<file path="src/rtl/uart_rx_pkg.sv">
// Shared definitions for the UART receive path: FSM state encoding,
// parity-type constants, legal oversampling ratios and the 2-of-3 vote.
package uart_rx_pkg;

    // Frame FSM states; neighbouring states differ in a single bit, matching
    // the encoding style of the transmitter FSM.
    typedef enum logic [2:0] {
        IDLE   = 3'b000,
        START  = 3'b001,
        DATA   = 3'b011,
        PARITY = 3'b010,
        STOP   = 3'b110
    } rx_state_t;

    // Parity type selected by PAR_TYP.
    localparam logic PAR_EVEN = 1'b0;
    localparam logic PAR_ODD  = 1'b1;

    // Oversampling ratios the receiver is designed for.
    localparam int unsigned PRESC_8  = 32'd8;
    localparam int unsigned PRESC_16 = 32'd16;
    localparam int unsigned PRESC_32 = 32'd32;

    // 2-of-3 majority vote used to reject single-sample noise.
    function automatic logic majority3(input logic a, input logic b, input logic c);
        return (a & b) | (a & c) | (b & c);
    endfunction

endpackage

</file>
<file path="src/rtl/uart_rx_sampler.sv">
// Per-bit timing and sampling: counts oversampling edges inside a bit,
// captures the line three times around mid-bit and votes on the result.
module uart_rx_sampler
    import uart_rx_pkg::*;
#(
    parameter int PRESC_W = 6
) (
    input  logic               clk,
    input  logic               rst,
    input  logic               en,
    input  logic               start,
    input  logic               rx_in,
    input  logic [PRESC_W-1:0] prescale,
    output logic               sampled_bit,
    output logic               bit_end,
    output logic               sample_valid
);

    logic [PRESC_W-1:0] edge_cnt_r;
    logic [2:0]         samp_r;
    logic [PRESC_W-1:0] half_s;
    logic [PRESC_W-1:0] last_s;

    // Mid-bit and end-of-bit positions derived from the latched ratio.
    always_comb begin
        half_s = prescale >> 1;
        last_s = prescale - PRESC_W'(1);
    end

    // Edge counter: the start-detect cycle counts as edge 0, so a new frame
    // begins at edge 1; wraps to 0 at the end of each bit.
    always_ff @(posedge clk) begin
        if (rst) begin
            edge_cnt_r <= '0;
        end else if (start) begin
            edge_cnt_r <= PRESC_W'(1);
        end else if (en) begin
            if (edge_cnt_r == last_s) begin
                edge_cnt_r <= '0;
            end else begin
                edge_cnt_r <= edge_cnt_r + PRESC_W'(1);
            end
        end else begin
            edge_cnt_r <= '0;
        end
    end

    // Capture the line at edges half-2, half-1 and half of the current bit.
    always_ff @(posedge clk) begin
        if (rst) begin
            samp_r <= 3'b000;
        end else if (en) begin
            if (edge_cnt_r == half_s - PRESC_W'(2)) begin
                samp_r[0] <= rx_in;
            end else if (edge_cnt_r == half_s - PRESC_W'(1)) begin
                samp_r[1] <= rx_in;
            end else if (edge_cnt_r == half_s) begin
                samp_r[2] <= rx_in;
            end else begin
                samp_r <= samp_r;
            end
        end else begin
            samp_r <= samp_r;
        end
    end

    // Voted bit value plus end-of-bit and vote-ready qualifiers for the FSM.
    always_comb begin
        sampled_bit  = majority3(samp_r[0], samp_r[1], samp_r[2]);
        bit_end      = 1'b0;
        sample_valid = 1'b0;
        if (en) begin
            bit_end      = (edge_cnt_r == last_s);
            sample_valid = (edge_cnt_r > half_s);
        end else begin
            bit_end      = 1'b0;
            sample_valid = 1'b0;
        end
    end

endmodule

</file>
<file path="src/rtl/uart_rx_fsm.sv">
// UART receiver frame FSM: start detect, LSB-first deserialisation,
// optional parity check, stop check and one-cycle result pulses.
module uart_rx_fsm
    import uart_rx_pkg::*;
#(
    parameter int DATA_WIDTH = 8,
    parameter int PRESC_W    = 6
) (
    input  logic                  CLK,
    input  logic                  RST,
    input  logic                  RX_IN,
    input  logic                  PAR_EN,
    input  logic                  PAR_TYP,
    input  logic [PRESC_W-1:0]    Prescale,
    output logic [DATA_WIDTH-1:0] P_DATA,
    output logic                  Data_Valid,
    output logic                  Par_Err,
    output logic                  Stop_Err,
    output logic                  Busy
);

    localparam int BCW = (DATA_WIDTH > 1) ? $clog2(DATA_WIDTH) : 1;

    rx_state_t             state_r;
    logic [BCW-1:0]        bit_cnt_r;
    logic [DATA_WIDTH-1:0] shift_r;
    logic                  par_en_r;
    logic                  par_typ_r;
    logic [PRESC_W-1:0]    presc_r;
    logic                  par_err_r;

    logic                  start_s;
    logic                  en_s;
    logic                  sampled_bit_s;
    logic                  bit_end_s;
    logic                  sample_valid_s;
    logic                  bit_done_s;

    // Mismatch between the received parity bit and the one implied by the data.
    function automatic logic parity_mismatch(input logic [DATA_WIDTH-1:0] data,
                                             input logic par_bit,
                                             input logic par_typ);
        return par_bit ^ (^data) ^ (par_typ == PAR_ODD);
    endfunction

    // Sampler control: load on a start edge in IDLE, run in every other state.
    always_comb begin
        start_s    = 1'b0;
        en_s       = 1'b0;
        bit_done_s = 1'b0;
        if (state_r == IDLE) begin
            start_s = ~RX_IN;
            en_s    = 1'b0;
        end else begin
            start_s = 1'b0;
            en_s    = 1'b1;
        end
        bit_done_s = bit_end_s & sample_valid_s;
    end

    uart_rx_sampler #(
        .PRESC_W (PRESC_W)
    ) u_sampler (
        .clk          (CLK),
        .rst          (RST),
        .en           (en_s),
        .start        (start_s),
        .rx_in        (RX_IN),
        .prescale     (presc_r),
        .sampled_bit  (sampled_bit_s),
        .bit_end      (bit_end_s),
        .sample_valid (sample_valid_s)
    );

    // Frame FSM with registered data, status pulses and Busy.
    always_ff @(posedge CLK) begin
        if (RST) begin
            state_r    <= IDLE;
            bit_cnt_r  <= '0;
            shift_r    <= '0;
            par_en_r   <= 1'b0;
            par_typ_r  <= PAR_EVEN;
            presc_r    <= '0;
            par_err_r  <= 1'b0;
            P_DATA     <= '0;
            Data_Valid <= 1'b0;
            Par_Err    <= 1'b0;
            Stop_Err   <= 1'b0;
            Busy       <= 1'b0;
        end else begin
            Data_Valid <= 1'b0;
            Par_Err    <= 1'b0;
            Stop_Err   <= 1'b0;
            case (state_r)
                IDLE: begin
                    if (!RX_IN) begin
                        state_r   <= START;
                        Busy      <= 1'b1;
                        par_en_r  <= PAR_EN;
                        par_typ_r <= PAR_TYP;
                        presc_r   <= Prescale;
                        par_err_r <= 1'b0;
                        bit_cnt_r <= '0;
                    end else begin
                        Busy <= 1'b0;
                    end
                end
                START: begin
                    if (bit_done_s) begin
                        if (!sampled_bit_s) begin
                            state_r <= DATA;
                        end else begin
                            // Line bounced back high: not a real start bit.
                            state_r <= IDLE;
                            Busy    <= 1'b0;
                        end
                    end else begin
                        state_r <= START;
                    end
                end
                DATA: begin
                    if (bit_done_s) begin
                        shift_r <= {sampled_bit_s, shift_r[DATA_WIDTH-1:1]};
                        if (bit_cnt_r == BCW'(DATA_WIDTH - 1)) begin
                            bit_cnt_r <= '0;
                            state_r   <= par_en_r ? PARITY : STOP;
                        end else begin
                            bit_cnt_r <= bit_cnt_r + BCW'(1);
                        end
                    end else begin
                        state_r <= DATA;
                    end
                end
                PARITY: begin
                    if (bit_done_s) begin
                        par_err_r <= parity_mismatch(shift_r, sampled_bit_s, par_typ_r);
                        state_r   <= STOP;
                    end else begin
                        state_r <= PARITY;
                    end
                end
                STOP: begin
                    if (bit_done_s) begin
                        Par_Err  <= par_err_r;
                        Stop_Err <= ~sampled_bit_s;
                        if (!par_err_r && sampled_bit_s) begin
                            Data_Valid <= 1'b1;
                            P_DATA     <= shift_r;
                        end else begin
                            P_DATA <= P_DATA;
                        end
                        state_r <= IDLE;
                        Busy    <= 1'b0;
                    end else begin
                        state_r <= STOP;
                    end
                end
                default: begin
                    state_r <= IDLE;
                    Busy    <= 1'b0;
                end
            endcase
        end
    end

endmodule
</file>
<file path="config.mk">
export PLATFORM = sky130hd
export DESIGN_NAME = uart_rx_fsm
export DESIGN_NICKNAME = d
export VERILOG_FILES = /design/src/rtl/uart_rx_pkg.sv /design/src/rtl/uart_rx_sampler.sv /design/src/rtl/uart_rx_fsm.sv
export SDC_FILE = /design/constraint.sdc
export NUM_CORES = 1
export LEC_CHECK = 0
export BUFFER_PORTS_ARGS = -buffer_cell sky130_fd_sc_hd__clkbuf_2
export CORE_MARGIN = 2
export CORE_UTILIZATION = 53
export CTS_CLUSTER_SIZE = 12
export DETAILED_ROUTE_END_ITERATION = 6
export PLACE_DENSITY = 0.82
export SETUP_SLACK_MARGIN = 0.2
export SLEW_MARGIN = 20
export SYNTH_ARGS = -nofsm -noshare
export SYNTH_HDL_FRONTEND = slang
export SYNTH_SLANG_ARGS = --single-unit
</file>
<file path="constraint.sdc">
create_clock -name CLK -period 3 [get_ports CLK]
set_input_delay 0.3 -clock CLK [delete_from_list [all_inputs] [get_ports CLK]]
set_output_delay 0.3 -clock CLK [all_outputs]
set_load 0.02 [all_outputs]
</file>
==> metrics.json, run 1 <==
{
  "number_of_endpoints_with_negative_hold_slack_in_the_final_report": 0,
  "grt.total_usage": 0.1954,
  "place_congestion": 0.8827,
  "cts_htree_levels": 2,
  "r2r-end": "P_DATA[5]$_SDFFE_PP0P_",
  "dr.pass1.iters": 4,
  "cts_tree": "built",
  "worst-path-max-fanout": 10,
  "worst_setup_path_end_kind": "flop",
  "internal_power_mw": 0.8309,
  "synth.top_cells.by_area": "sky130_fd_sc_hd__dfxtp_1, sky130_fd_sc_hd__mux2i_1, sky130_fd_sc_hd__ha_1",
  "timing.final.ws_setup_ns": 0.4957,
  "final.setup_skew_ns": 0.01129,
  "pin_count_of_the_biggest_net_entering_global_routing": 45,
  "globalRouteOverflowTotal": 0,
  "number_of_fillers_in_the_final_layout": 398,
  "highest_utilization_routing_layer_at_the_global_route_stage": "met2",
  "number_of_maximum_capacitance_constraint_violations": 0,
  "drt_iter0_drc": 93,
  "setup_total_negative_slack_ns": 0,
  "core_um2": 4444,
  "setup-violations-final": 0,
  "post-dp-hpwl_mm": 3.471,
  "worstSkewPairLatency_ns": 0.30,
  "worstSetupStartpoint": "presc_r[1]$_SDFFE_PP0P_",
  "fin_crit_sh": 0.8348,
  "worst_hold_startpoint": "Prescale[5]",
  "place.port_buffers": 22,
  "fraction_of_final_layout_cells_sized_beyond_drive_strength_1": 0.1359,
  "synth_top_flop_cell": "sky130_fd_sc_hd__dfxtp_1",
  "number_of_cells_on_the_worst_hold_path": 3,
  "worst_ep_required_time_ns": 3.18,
  "post_synth_inst_count": 271,
  "syn-cell-area_um2": 2492,
  "power.switching_fraction": 0.2761,
  "final_max_slew_viol_count": 0,
  "status": "finished, final reports clean",
  "globalRouteMet1Util": 0.2727,
  "ports_placed_on_the_boundary": 23,
  "floorplan.initialDensity": 0.5608,
  "worst-setup-path-type": "reg -> reg",
  "largest_area_contributor_in_the_netlist": "sky130_fd_sc_hd__dfxtp_1",
  "power_switching_mw": 0.3169,
  "post-route-min-period_ns": 2.504,
  "synthDominantCellAreaShare": 0.3534,
  "antennaDiodeCount": 0,
  "clkSinkCount": 44,
  "p_per_area_nw_per_um2": 427.7,
  "critical_path.slowest_cell": "sky130_fd_sc_hd__or3_4",
  "num_vias": 1884,
  "cts_made_buffers": 5,
  "grt_first_pass_wirelength_mm": 8.142,
  "antenna_found_initial": 0,
  "detail-route-antenna-nets": 0,
  "slew-limit-headroom": 0.5211,
  "max_slew.worst_pin.slew_ns": 0.7184,
  "pwr-share-seq": 0.536,
  "placement.setup.worst_slack_ns": 0.3469,
  "core.rowCount": 24,
  "synth_cell_type_count": 45,
  "timing.critical_path.arrival_ns": 2.69,
  "pwr-share-clk": 0.314,
  "crit_chain": "inv_1 > ha_1 > nand2b_1 > a21o_1 > a2111oi_4 > nand3_4 > or3_4 > mux2i_1",
  "synth.net_count": 295,
  "post-route-drc-count": 0,
  "critPathMaxStageDelay_ns": 0.50,
  "min_delay_worst_endpoint": "presc_r[5]$_SDFFE_PP0P_",
  "grt_pass1_vias": 1756,
  "fp.dieH_um": 72.58,
  "cts.path.max_buffers": 2,
  "wire_per_inst_um": 13.95,
  "synth_sequential_area_ratio": 0.3534,
  "rr_worst_depth": 8,
  "combPwrFrac": 0.150,
  "ys_seq_elements": 44,
  "area_delta_synth_final_pct": 7.681,
  "worstPathBufferInverterCount": 1,
  "met2_usage": 0.3071,
  "synth-edff-count": 0,
  "vdd_ir_drop_max_uv": 293.8,
  "worst_path_dominant_cell_family": "simple AND/OR/NAND/NOR gates",
  "rsz0062_at_grt": "false",
  "post_drt_via_cell_ratio": 5.558,
  "grt_use_met3": 0.04834,
  "die_area_um2": 5267,
  "ys_async_sr_fraction": 0,
  "yosysWarnings": 0,
  "cellLeakagePower_nw": 1.099,
  "worstReg2RegStart": "presc_r[1]$_SDFFE_PP0P_",
  "synth_area_per_cell_um2": 9.197,
  "start_kind": "flop",
  "worstHoldPathType": "in -> reg",
  "clk_transition_reported_paths_ns": 0.09,
  "maxClockFrequency_mhz": 399.3,
  "die_w_um": 72.58,
  "clk_root_buffer_cell": "sky130_fd_sc_hd__clkbuf_8",
  "route.final.wire_length_mm": 4.728,
  "r2r_slack_ns": 0.50,
  "num-nets-final": 311
}
-- Yosys cell counts, types with 2 or more instances --
master and instances:
sky130_fd_sc_hd__a21boi_0 2, sky130_fd_sc_hd__a21o_1 3, sky130_fd_sc_hd__a21oi_1 14, sky130_fd_sc_hd__and3_1 2
sky130_fd_sc_hd__buf_2 2, sky130_fd_sc_hd__buf_6 3, sky130_fd_sc_hd__clkbuf_1 9, sky130_fd_sc_hd__dfxtp_1 44
sky130_fd_sc_hd__ha_1 13, sky130_fd_sc_hd__inv_1 10, sky130_fd_sc_hd__mux2i_1 25, sky130_fd_sc_hd__nand2_1 24
sky130_fd_sc_hd__nand2b_1 24, sky130_fd_sc_hd__nand3_1 5, sky130_fd_sc_hd__nand3b_1 2, sky130_fd_sc_hd__nand4b_1 2
sky130_fd_sc_hd__nor2_1 18, sky130_fd_sc_hd__nor3_1 3, sky130_fd_sc_hd__nor3b_1 2, sky130_fd_sc_hd__nor4_1 4
sky130_fd_sc_hd__o21ai_0 4, sky130_fd_sc_hd__o221ai_1 3, sky130_fd_sc_hd__o311ai_0 2, sky130_fd_sc_hd__or3_1 5
sky130_fd_sc_hd__or4_1 2, sky130_fd_sc_hd__xnor2_1 15, sky130_fd_sc_hd__xor2_1 11
-- sequential cells by signal, summed over array words and instances (netlist names) --
register / flops
u_sampler.samp_r: 3
par_err_r: 1
Data_Valid: 1
Stop_Err: 1
Busy: 1
Par_Err: 1
par_en_r: 1
par_typ_r: 1
shift_r: 8
bit_cnt_r: 3
P_DATA: 8
presc_r: 6
state_r: 3
u_sampler.edge_cnt_r: 6
-- how the worst max path moves through the flow --
stage	cells past startpoint	endpoint
floorplan	9	P_DATA[1]$_SDFFE_PP0P_
global placement	8	P_DATA[4]$_SDFFE_PP0P_
detailed placement	8	P_DATA[5]$_SDFFE_PP0P_
CTS	8	P_DATA[5]$_SDFFE_PP0P_
global route	8	par_err_r$_SDFFE_PP0P_
finish	8	P_DATA[5]$_SDFFE_PP0P_
-- routing by layer --
metal  wire length, um  vias to the layer above
li1                  -                      966
met1              2235                      875
met2              2251                       41
met3               215                        2
met4                26                        0
met5                 0                        -
-- cell usage in the layout (no fill, tap or decap), drive strengths merged, types with 2 or more instances in the layout --
master and instances:
a211o 2, a21boi 3, a21o 3, a21oi 14
and3 3, buf 2, clkbuf 27, dfxtp 44
ha 13, inv 10, mux2i 25, nand2 24
nand2b 24, nand3 6, nand3b 2, nand4b 2
nor2 18, nor3 3, nor3b 2, nor4 4
o21ai 4, o221ai 3, o311ai 2, or3 5
or4 2, xnor2 16, xor2 11
-- metrics by stage --
| stage | power [mW] | instances | utilization | cell area [um^2] | hold slack, ns |
|---|---|---|---|---|---|
| finish | 1.148 | 339 | 0.6039 | 2684 | 0.2092 |
| detailed placement | 0.8000 | 332 | 0.5845 | 2597 | 0.4624 |
| floorplan | 0.7640 | 271 | - | 2492 | 0.4360 |
| global route | 1.201 | 339 | 0.6039 | 2684 | 0.2170 |
| global placement | 0.7959 | 332 | 0.5845 | 2597 | 0.4484 |
| CTS | 1.156 | 339 | 0.6028 | 2679 | 0.2054 |
-- worst register-to-register path: cells and delay by family (launching register included) --
kind / cells / cell delay (ns)
compound gates: 2 / 0.66
buf+inv: 1 / 0.10
fa+ha+maj: 1 / 0.22
flops: 1 / 0.40
mux: 1 / 0.16
simple gates: 3 / 0.86
-- power by group through the flow --
stage	Combinational (mW)	Sequential (mW)	Clock (mW)
4_1_cts	0.173	0.615	0.369
3_5_place_dp	0.171	0.629	0
2_1_floorplan	0.144	0.620	0
6_report	0.173	0.615	0.360
5_1_grt	0.195	0.617	0.389
3_3_place_gp	0.168	0.628	0
-- logic make-up after synthesis --
| group | after synthesis | share of synthesized area |
|---|---|---|
| and+or+nand+nor | 99 | 0.2149 |
| DFF | 44 | 0.3534 |
| AOI/OAI and AO/OA | 36 | 0.1044 |
| xor gates and xnor gates | 28 | 0.1084 |
| buffers and inverters | 25 | 0.04920 |
| muxes | 25 | 0.1004 |
| adders and majority gates | 14 | 0.06928 |
-- repair_timing --
item / in CTS / in global routing
setup buffers: 0 / 0
hold buffers: 0 / 0
resized for setup: 0 / 1
setup endpoints to repair: 0 / 6
hold endpoints to repair: 0 / 0
-- final cells by class --
cell class	instances	area, um^2	area share
Clock buffer	5	68.82	0.02564
Timing Repair Buffer	24	125.1	0.04662
Sequential cell	44	880.8	0.3282
Clock inverter	2	12.51	0.004662
Inverter	10	37.54	0.01399
Tap cell	52	65.06	0.02424
Multi-Input combinational cell	202	1494	0.5566
(Power assumes the default switching activity.)
==> run 2, diff against run 1 <==
ABC_AREA = 1   (was not set)
clock period = 2.4 ns   (was 3 ns; I/O delays follow)
==> run 2 against run 1 <==
  * Sequential power increased by 25%
  * Wire length is 27% higher
  * Register-to-register slack got worse by 0.15 ns
  * Global-route usage rose by 3.3 points
  * Cell area grew 9.7%
  * Clock skew down 0.0023 ns
  * Critical endpoint is now shift_r[7]$_SDFFE_PP0P_
  * Largest power group unchanged
  * Highest routed layer unchanged
==> metrics.json, run 2 <==
{
  "number_of_endpoints_with_negative_hold_slack_in_the_final_report": {"value": 0, "change": "unchanged"},
  "rsz0062_at_grt": {"value": "false", "change": "unchanged"},
  "globalRouteOverflowTotal": {"value": 0, "change": "unchanged"},
  "post_synth_inst_count": {"value": 368, "change": "was 271"},
  "number_of_cells_on_the_worst_hold_path": {"value": 3, "change": "unchanged"},
  "synth_top_flop_cell": {"value": "sky130_fd_sc_hd__dfxtp_1", "change": "unchanged"},
  "floorplan.initialDensity": {"value": 0.5502, "change": "was 0.5608"},
  "cellLeakagePower": {"value": 1.387, "unit": "nW", "change": "was 1.099 nW"},
  "layout.cells.most_common": {"value": "sky130_fd_sc_hd__nand2_1", "change": "was sky130_fd_sc_hd__dfxtp_1"},
  "final.setup_skew": {"value": 0.009021, "unit": "ns", "change": "was 0.01129 ns"},
  "clk_root_buffer_cell": {"value": "sky130_fd_sc_hd__clkbuf_8", "change": "unchanged"},
  "worst_setup_path_end_kind": {"value": "flop", "change": "unchanged"},
  "setup_total_negative_slack": {"value": 0, "unit": "ns", "change": "unchanged"},
  "vdd_ir_drop_max": {"value": 339.0, "unit": "uV", "change": "was 293.8 uV"},
  "grt.total_usage": {"value": 0.2283, "change": "was 0.1954"},
  "post-route-drc-count": {"value": 0, "change": "unchanged"},
  "synth.net_count": {"value": 392, "change": "was 295"},
  "dr.pass1.iters": {"value": 5, "change": "was 4"},
  "route.final.wire_length": {"value": 5.983, "unit": "mm", "change": "was 4.728 mm"},
  "fraction_of_final_layout_cells_sized_beyond_drive_strength_1": {"value": 0.1950, "change": "was 0.1359"},
  "layout_common_cells": {"value": "sky130_fd_sc_hd__nand2_1, sky130_fd_sc_hd__nor2_1, sky130_fd_sc_hd__dfxtp_1, sky130_fd_sc_hd__inv_1, sky130_fd_sc_hd__clkbuf_2", "change": "was sky130_fd_sc_hd__dfxtp_1, sky130_fd_sc_hd__mux2i_1, sky130_fd_sc_hd__nand2b_1, sky130_fd_sc_hd__nand2_1, sky130_fd_sc_hd__clkbuf_2"},
  "synth_sequential_area_ratio": {"value": 0.3390, "change": "was 0.3534"},
  "post-dp-hpwl": {"value": 4.099, "unit": "mm", "change": "was 3.471 mm"},
  "cts_hold_buffers": {"value": 0, "change": "unchanged"},
  "clkSinkCount": {"value": 44, "change": "unchanged"},
  "p_per_area": {"value": 551.2, "unit": "nW/um^2", "change": "was 427.7 nW/um^2"},
  "synth.top_cells.by_area": {"value": "sky130_fd_sc_hd__dfxtp_1, sky130_fd_sc_hd__nand2_1, sky130_fd_sc_hd__nor2_1", "change": "was sky130_fd_sc_hd__dfxtp_1, sky130_fd_sc_hd__mux2i_1, sky130_fd_sc_hd__ha_1"},
  "antennaDiodeCount": {"value": 0, "change": "unchanged"},
  "worstHoldPathType": {"value": "in -> reg", "change": "unchanged"},
  "yosysWarnings": {"value": 0, "change": "unchanged"},
  "top_regs": {"value": "P_DATA: 8 flops, shift_r: 8 flops", "change": "unchanged"},
  "maxClockFrequency": {"value": 485.6, "unit": "MHz", "change": "was 399.3 MHz"},
  "fp.dieH": {"value": 74.03, "unit": "um", "change": "was 72.58 um"},
  "rr_worst_depth": {"value": 12, "change": "was 8"},
  "worstSkewPairLatency": {"value": 0.30, "unit": "ns", "change": "about the same"},
  "antenna_found_initial": {"value": 0, "change": "unchanged"},
  "place_congestion": {"value": 0.8610, "change": "was 0.8827"},
  "wire_per_inst": {"value": 12.81, "unit": "um", "change": "was 13.95 um"},
  "die_w": {"value": 74.03, "unit": "um", "change": "was 72.58 um"},
  "ys_async_sr_fraction": {"value": 0, "change": "unchanged"},
  "synth_area_per_cell": {"value": 7.062, "unit": "um^2", "change": "was 9.197 um^2"},
  "core.rowCount": {"value": 25, "change": "was 24"},
  "final_cells": {"value": 467, "change": "was 339"},
  "ys_seq_elements": {"value": 44, "change": "unchanged"},
  "cts_made_buffers": {"value": 5, "change": "unchanged"},
  "critical_path.slowest_cell": {"value": "sky130_fd_sc_hd__dfxtp_4", "change": "was sky130_fd_sc_hd__or3_4"},
  "cts.path.max_buffers": {"value": 2, "change": "unchanged"},
  "status": {"value": "finished, final reports clean", "change": "unchanged"},
  "numPlacedInstances": {"value": 451, "change": "was 332"},
  "core": {"value": 4723, "unit": "um^2", "change": "was 4444 um^2"},
  "final_max_slew_viol_count": {"value": 0, "change": "unchanged"},
  "worst-setup-path-type": {"value": "reg -> reg", "change": "unchanged"},
  "start_kind": {"value": "flop", "change": "unchanged"},
  "timing.critical_path.arrival": {"value": 2.28, "unit": "ns", "change": "was 2.69 ns"},
  "critPathMaxStageDelay": {"value": 0.41, "unit": "ns", "change": "was 0.50 ns"},
  "largest_area_contributor_in_the_netlist": {"value": "sky130_fd_sc_hd__dfxtp_1", "change": "unchanged"},
  "worst_ep_required_time": {"value": 2.62, "unit": "ns", "change": "was 3.18 ns"},
  "cts_htree_levels": {"value": 2, "change": "unchanged"},
  "crit_chain": {"value": "inv_2 > ha_1 > nand2_1 > inv_1 > nand4_1 > nand2_1 > nor2_4 > nand3_4 > nor2_4 > buf_4 > nor2_2 > a211oi_2", "change": "was inv_1 > ha_1 > nand2b_1 > a21o_1 > a2111oi_4 > nand3_4 > or3_4 > mux2i_1"},
  "num-nets-final": {"value": 423, "change": "was 311"},
  "fin_crit_sh": {"value": 0.8580, "change": "was 0.8348"},
  "place.port_buffers": {"value": 22, "change": "unchanged"},
  "clk_transition_reported_paths": {"value": 0.09, "unit": "ns", "change": "about the same"},
  "grt_first_pass_wirelength": {"value": 9.880, "unit": "mm", "change": "was 8.142 mm"},
  "worst-path-max-fanout": {"value": 8, "change": "was 10"},
  "setup-violations-final": {"value": 0, "change": "unchanged"},
  "grt_pass1_vias": {"value": 2213, "change": "was 1,756"},
  "number_of_fillers_in_the_final_layout": {"value": 415, "change": "was 398"},
  "slew-limit-headroom": {"value": 0.4484, "change": "was 0.5211"},
  "ports_placed_on_the_boundary": {"value": 23, "change": "unchanged"},
  "synth-edff-count": {"value": 0, "change": "unchanged"},
  "drt_iter0_drc": {"value": 160, "change": "was 93"},
  "syn-cell-area": {"value": 2599, "unit": "um^2", "change": "was 2492 um^2"},
  "detail-route-antenna-nets": {"value": 0, "change": "unchanged"},
  "cts_tree": {"value": "built", "change": "unchanged"},
  "pin_count_of_the_biggest_net_entering_global_routing": {"value": 17, "change": "was 45"},
  "die_area": {"value": 5480, "unit": "um^2", "change": "was 5267 um^2"},
  "synth_top_cells_by_count": {"value": "sky130_fd_sc_hd__nand2_1, sky130_fd_sc_hd__nor2_1, sky130_fd_sc_hd__dfxtp_1", "change": "was sky130_fd_sc_hd__dfxtp_1, sky130_fd_sc_hd__mux2i_1, sky130_fd_sc_hd__nand2_1, sky130_fd_sc_hd__nand2b_1, sky130_fd_sc_hd__nor2_1"},
  "max_slew.worst_pin.slew": {"value": 0.8188, "unit": "ns", "change": "was 0.7184 ns"},
  "synthDominantCellAreaShare": {"value": 0.3390, "change": "was 0.3534"},
  "num_vias": {"value": 2408, "change": "was 1,884"},
  "synthMostInstantiatedCell": {"value": "sky130_fd_sc_hd__nand2_1", "change": "was sky130_fd_sc_hd__dfxtp_1"},
  "synth_cell_type_count": {"value": 36, "change": "was 45"},
  "report.power.total": {"value": 1.622, "unit": "mW", "change": "was 1.148 mW"},
  "number_of_maximum_capacitance_constraint_violations": {"value": 0, "change": "unchanged"},
  "post_drt_via_cell_ratio": {"value": 5.156, "change": "was 5.558"},
  "post-route-min-period": {"value": 2.059, "unit": "ns", "change": "was 2.504 ns"},
  "area_delta_synth_final": {"value": 13.24, "unit": "%", "change": "was 7.681%"}
}
[run 2: final timing paths]
check        slack, ns                        end                 startpoint
min               0.18     par_typ_r$_SDFFE_PP0P_                    PAR_TYP
min reg2reg       0.48  bit_cnt_r[2]$_SDFFE_PP0P_  bit_cnt_r[2]$_SDFFE_PP0P_
max               0.34    shift_r[7]$_SDFFE_PP0P_    presc_r[4]$_SDFFE_PP0P_
max reg2reg       0.34    shift_r[7]$_SDFFE_PP0P_    presc_r[4]$_SDFFE_PP0P_
[run 2: power breakdown]
group	internal, mW	switching (mW)	leakage (nW)
registers	0.750	0.0202	0.360
logic	0.108	0.181	0.973
clock network	0.308	0.254	0.0541
total	1.17	0.456	1.39
[run 2: timing repair]
| item | CTS | global route |
|---|---|---|
| gates cloned | 0 | 1 |
| endpoints found under the setup margin | 6 | 28 |
| setup buffers | 3 | 4 |
| pin swaps | 1 | 3 |
| resized for setup | 1 | 10 |
[run 2: area by class of cell]
class	count	area, um^2	share of cell area
Clock buffer	5	68.82	0.02338
Clock inverter	3	42.54	0.01446
Inverter	46	180.2	0.06122
Multi-Input combinational cell	269	1484	0.5043
Sequential cell	44	890.9	0.3027
Tap cell	67	83.83	0.02849
Timing Repair Buffer	33	192.7	0.06548
[run 2: metal layers]
metal  routed length, um  GRT usage
met1                2811     0.3076
met2                2772     0.3611
met3                 313    0.03523
met4                  87     0.1030
met5                   0          0
[run 2: worst max-delay path, delay by kind of cell (launching register included)]
family | cells | cell delay, ns
and+or+nand+nor | 7 | 0.85
DFF | 1 | 0.41
buffers and inverters | 3 | 0.28
AOI/OAI and AO/OA | 1 | 0.14
adders and majority gates | 1 | 0.31
[run 2: cells by family after synthesis]
| group | share of synthesized area |
|---|---|
| and+or+nand+nor | 0.3332 |
| adders and majority gates | 0.06259 |
| xor gates and xnor gates | 0.07077 |
| DFF | 0.3389 |
| buffers and inverters | 0.09677 |
| AOI/OAI and AO/OA | 0.09774 |
[run 2: stage by stage]
step           cell area [um^2]  setup WS [ns]  utilization  hold slack, ns
6_report                   2943         0.3409       0.6230          0.1772
5_1_grt                    2943         0.1792       0.6230          0.2047
4_1_cts                    2887         0.2783       0.6111          0.1861
3_5_place_dp               2751         0.1484       0.5825          0.4701
3_3_place_gp               2751         0.2798       0.5825          0.4631
2_1_floorplan              2599         0.5573            -          0.3749
==> run 3, diff against run 2 <==
ABC_AREA = not set   (was 1)
==> run 3 against run 2 <==
  * Register-to-register slack worse by 0.21 ns
  * Sequential share of layout area down 0.79 points
  * Worst hold slack worse by 0.033 ns
  * Die area down 3.9%
  * Final cell count down 24%
  * Clock-buffer cell count up 1
  * Worst setup slack worse by 0.21 ns
  * Wire length down 4.6%
  * Sequential cell count unchanged
==> metrics.json, run 3 (synthesis results as in run 1) <==
{
  "setup-violations-final": {"value": 0, "change": "unchanged"},
  "worstSkewPairLatency": {"value": 0.31, "unit": "ns", "change": "was 0.30 ns"},
  "dr.pass1.iters": {"value": 4, "change": "was 5"},
  "num-nets-final": {"value": 328, "change": "was 423"},
  "layout_common_cells": {"value": "sky130_fd_sc_hd__dfxtp_1, sky130_fd_sc_hd__mux2i_1, sky130_fd_sc_hd__nand2_1, sky130_fd_sc_hd__nand2b_1, sky130_fd_sc_hd__clkbuf_2", "change": "was sky130_fd_sc_hd__nand2_1, sky130_fd_sc_hd__nor2_1, sky130_fd_sc_hd__dfxtp_1, sky130_fd_sc_hd__inv_1, sky130_fd_sc_hd__clkbuf_2"},
  "final_cells": {"value": 357, "change": "was 467"},
  "cellLeakagePower": {"value": 1.250, "unit": "nW", "change": "was 1.387 nW"},
  "layout.cells.most_common": {"value": "sky130_fd_sc_hd__dfxtp_1", "change": "was sky130_fd_sc_hd__nand2_1"},
  "cts_htree_levels": {"value": 2, "change": "unchanged"},
  "clkSinkCount": {"value": 44, "change": "unchanged"},
  "grt_first_pass_wirelength": {"value": 9.459, "unit": "mm", "change": "was 9.880 mm"},
  "detail-route-antenna-nets": {"value": 0, "change": "unchanged"},
  "post-route-min-period": {"value": 2.268, "unit": "ns", "change": "was 2.059 ns"},
  "cts_hold_buffers": {"value": 0, "change": "unchanged"},
  "final.setup_skew": {"value": 0.01724, "unit": "ns", "change": "was 0.009021 ns"},
  "post-route-drc-count": {"value": 0, "change": "unchanged"},
  "drt_iter0_drc": {"value": 138, "change": "was 160"},
  "globalRouteMet1Util": {"value": 0.3002, "change": "was 0.3076"},
  "area_delta_synth_final": {"value": 21.08, "unit": "%", "change": "was 13.24%"},
  "grt_pass1_vias": {"value": 2029, "change": "was 2,213"},
  "place_congestion": {"value": 0.8858, "change": "was 0.8610"},
  "crit_chain": {"value": "inv_4 > ha_2 > a21boi_4 > nand3_1 > a211oi_2 > nand3_4 > buf_6 > or4_4 > a21oi_2", "change": "was inv_2 > ha_1 > nand2_1 > inv_1 > nand4_1 > nand2_1 > nor2_4 > nand3_4 > nor2_4 > buf_4 > nor2_2 > a211oi_2"},
  "slew-limit-headroom": {"value": 0.4910, "change": "was 0.4484"},
  "place.port_buffers": {"value": 22, "change": "unchanged"},
  "wire_per_inst": {"value": 15.98, "unit": "um", "change": "was 12.81 um"},
  "status": {"value": "finished, final reports clean", "change": "unchanged"},
  "timing.critical_path.arrival": {"value": 2.50, "unit": "ns", "change": "was 2.28 ns"},
  "start_kind": {"value": "flop", "change": "unchanged"},
  "antenna_found_initial": {"value": 0, "change": "unchanged"},
  "rsz0062_at_grt": {"value": "true", "change": "was false"},
  "worst-path-max-fanout": {"value": 6, "change": "was 8"},
  "worst_setup_path_end_kind": {"value": "flop", "change": "unchanged"},
  "fp.dieH": {"value": 72.58, "unit": "um", "change": "was 74.03 um"},
  "ports_placed_on_the_boundary": {"value": 23, "change": "unchanged"},
  "number_of_maximum_capacitance_constraint_violations": {"value": 0, "change": "unchanged"},
  "p_per_area": {"value": 556.6, "unit": "nW/um^2", "change": "was 551.2 nW/um^2"},
  "globalRouteOverflowTotal": {"value": 0, "change": "unchanged"},
  "grt_use_met3": {"value": 0.05249, "change": "was 0.03523"},
  "final_max_slew_viol_count": {"value": 0, "change": "unchanged"},
  "number_of_endpoints_with_negative_hold_slack_in_the_final_report": {"value": 0, "change": "unchanged"},
  "num_vias": {"value": 2029, "change": "was 2,408"},
  "die_w": {"value": 72.58, "unit": "um", "change": "was 74.03 um"},
  "floorplan.initialDensity": {"value": 0.5608, "change": "was 0.5502"},
  "clk_root_buffer_cell": {"value": "sky130_fd_sc_hd__clkbuf_8", "change": "unchanged"},
  "post-dp-hpwl": {"value": 3.723, "unit": "mm", "change": "was 4.099 mm"},
  "vdd_ir_drop_max": {"value": 458.0, "unit": "uV", "change": "was 339.0 uV"},
  "number_of_fillers_in_the_final_layout": {"value": 347, "change": "was 415"},
  "setup_total_negative_slack": {"value": 0, "unit": "ns", "change": "unchanged"},
  "max_slew.worst_pin.slew": {"value": 0.7634, "unit": "ns", "change": "was 0.8188 ns"},
  "route.final.wire_length": {"value": 5.706, "unit": "mm", "change": "was 5.983 mm"},
  "clk_transition_reported_paths": {"value": 0.10, "unit": "ns", "change": "was 0.09 ns"},
  "worst_ep_required_time": {"value": 2.63, "unit": "ns", "change": "was 2.62 ns"},
  "worstHoldPathType": {"value": "in -> reg", "change": "unchanged"},
  "highest_utilization_routing_layer_at_the_global_route_stage": {"value": "met2", "change": "unchanged"},
  "grt.total_usage": {"value": 0.2321, "change": "was 0.2283"},
  "fraction_of_final_layout_cells_sized_beyond_drive_strength_1": {"value": 0.2885, "change": "was 0.1950"},
  "critical_path.slowest_cell": {"value": "sky130_fd_sc_hd__or4_4", "change": "was sky130_fd_sc_hd__dfxtp_4"},
  "die_area": {"value": 5267, "unit": "um^2", "change": "was 5480 um^2"},
  "top_regs": {"value": "P_DATA: 8 flops, shift_r: 8 flops", "change": "unchanged"},
  "cts_made_buffers": {"value": 5, "change": "unchanged"},
  "post_drt_via_cell_ratio": {"value": 5.683, "change": "was 5.156"},
  "cts.path.max_buffers": {"value": 2, "change": "unchanged"},
  "worst-setup-path-type": {"value": "reg -> reg", "change": "unchanged"},
  "antennaDiodeCount": {"value": 0, "change": "unchanged"},
  "maxClockFrequency": {"value": 440.8, "unit": "MHz", "change": "was 485.6 MHz"},
  "numPlacedInstances": {"value": 343, "change": "was 451"},
  "pin_count_of_the_biggest_net_entering_global_routing": {"value": 45, "change": "was 17"},
  "rr_worst_depth": {"value": 9, "change": "was 12"},
  "critPathMaxStageDelay": {"value": 0.41, "unit": "ns", "change": "about the same"},
  "met2_usage": {"value": 0.3798, "change": "was 0.3611"},
  "number_of_cells_on_the_worst_hold_path": {"value": 3, "change": "unchanged"},
  "core": {"value": 4444, "unit": "um^2", "change": "was 4723 um^2"},
  "cts_tree": {"value": "built", "change": "unchanged"},
  "fin_crit_sh": {"value": 0.9452, "change": "was 0.8580"},
  "core.rowCount": {"value": 24, "change": "was 25"}
}
run 3: final timing paths:
path	slack (ns)	startpoint	endpoint
hold reg to reg	0.48	bit_cnt_r[1]$_SDFFE_PP0P_	bit_cnt_r[1]$_SDFFE_PP0P_
hold / removal	0.14	Prescale[0]	presc_r[0]$_SDFFE_PP0P_
setup / recovery	0.13	presc_r[1]$_SDFFE_PP0P_	par_err_r$_SDFFE_PP0P_
setup reg to reg	0.13	presc_r[1]$_SDFFE_PP0P_	par_err_r$_SDFFE_PP0P_
run 3: cell type report:
class                           instances  area [um^2]  area share
Inverter                               10        42.54     0.01410
Timing Repair Buffer                   41        267.8     0.08872
Clock buffer                            6        82.58     0.02736
Tap cell                               52        65.06     0.02156
Clock inverter                          2        38.79     0.01285
Multi-Input combinational cell        202         1632      0.5406
Sequential cell                        44        889.6      0.2948
run 3: metrics by stage:
step | cell area, um^2 | power (mW) | util | hold WS, ns | setup slack [ns]
floorplan | 2529 | 0.9668 | - | 0.3684 | 0.2081
global placement | 2706 | 1.024 | 0.6090 | 0.4473 | 0.08741
detailed placement | 2706 | 1.028 | 0.6090 | 0.4638 | 0.03258
CTS | 2967 | 1.667 | 0.6675 | 0.1361 | 0.1987
global route | 3018 | 1.734 | 0.6791 | 0.1705 | 0.03128
finish | 3018 | 1.680 | 0.6791 | 0.1439 | 0.1316
run 3: what timing repair did:
action | CTS | global route
gates cloned | 0 | 1
setup endpoints to repair | 21 | 29
pin swaps | 9 | 8
gates resized for setup | 21 | 15
setup buffers | 5 | 0
run 3: routing by layer:
| metal | vias up | wire length [um] |
|---|---|---|
| met2 | 69 | 2800 |
| met5 | - | 0 |
| li1 | 1000 | - |
| met4 | 0 | 121 |
| met3 | 15 | 340 |
| met1 | 945 | 2444 |
run 3: worst max-delay path: cells and delay by family, from the launching register on:
| kind | cells | cell delay, ns |
|---|---|---|
| simple gates | 3 | 0.70 |
| compound gates | 3 | 0.69 |
| flops | 1 | 0.37 |
| buf+inv | 2 | 0.22 |
| fa+ha+maj | 1 | 0.20 |
run 3: where the power goes:
part | internal, mW | switching, mW | total [mW]
Combinational | 0.138 | 0.159 | 0.296
Sequential | 0.747 | 0.0181 | 0.765
Clock | 0.341 | 0.278 | 0.619
Total | 1.23 | 0.455 | 1.68
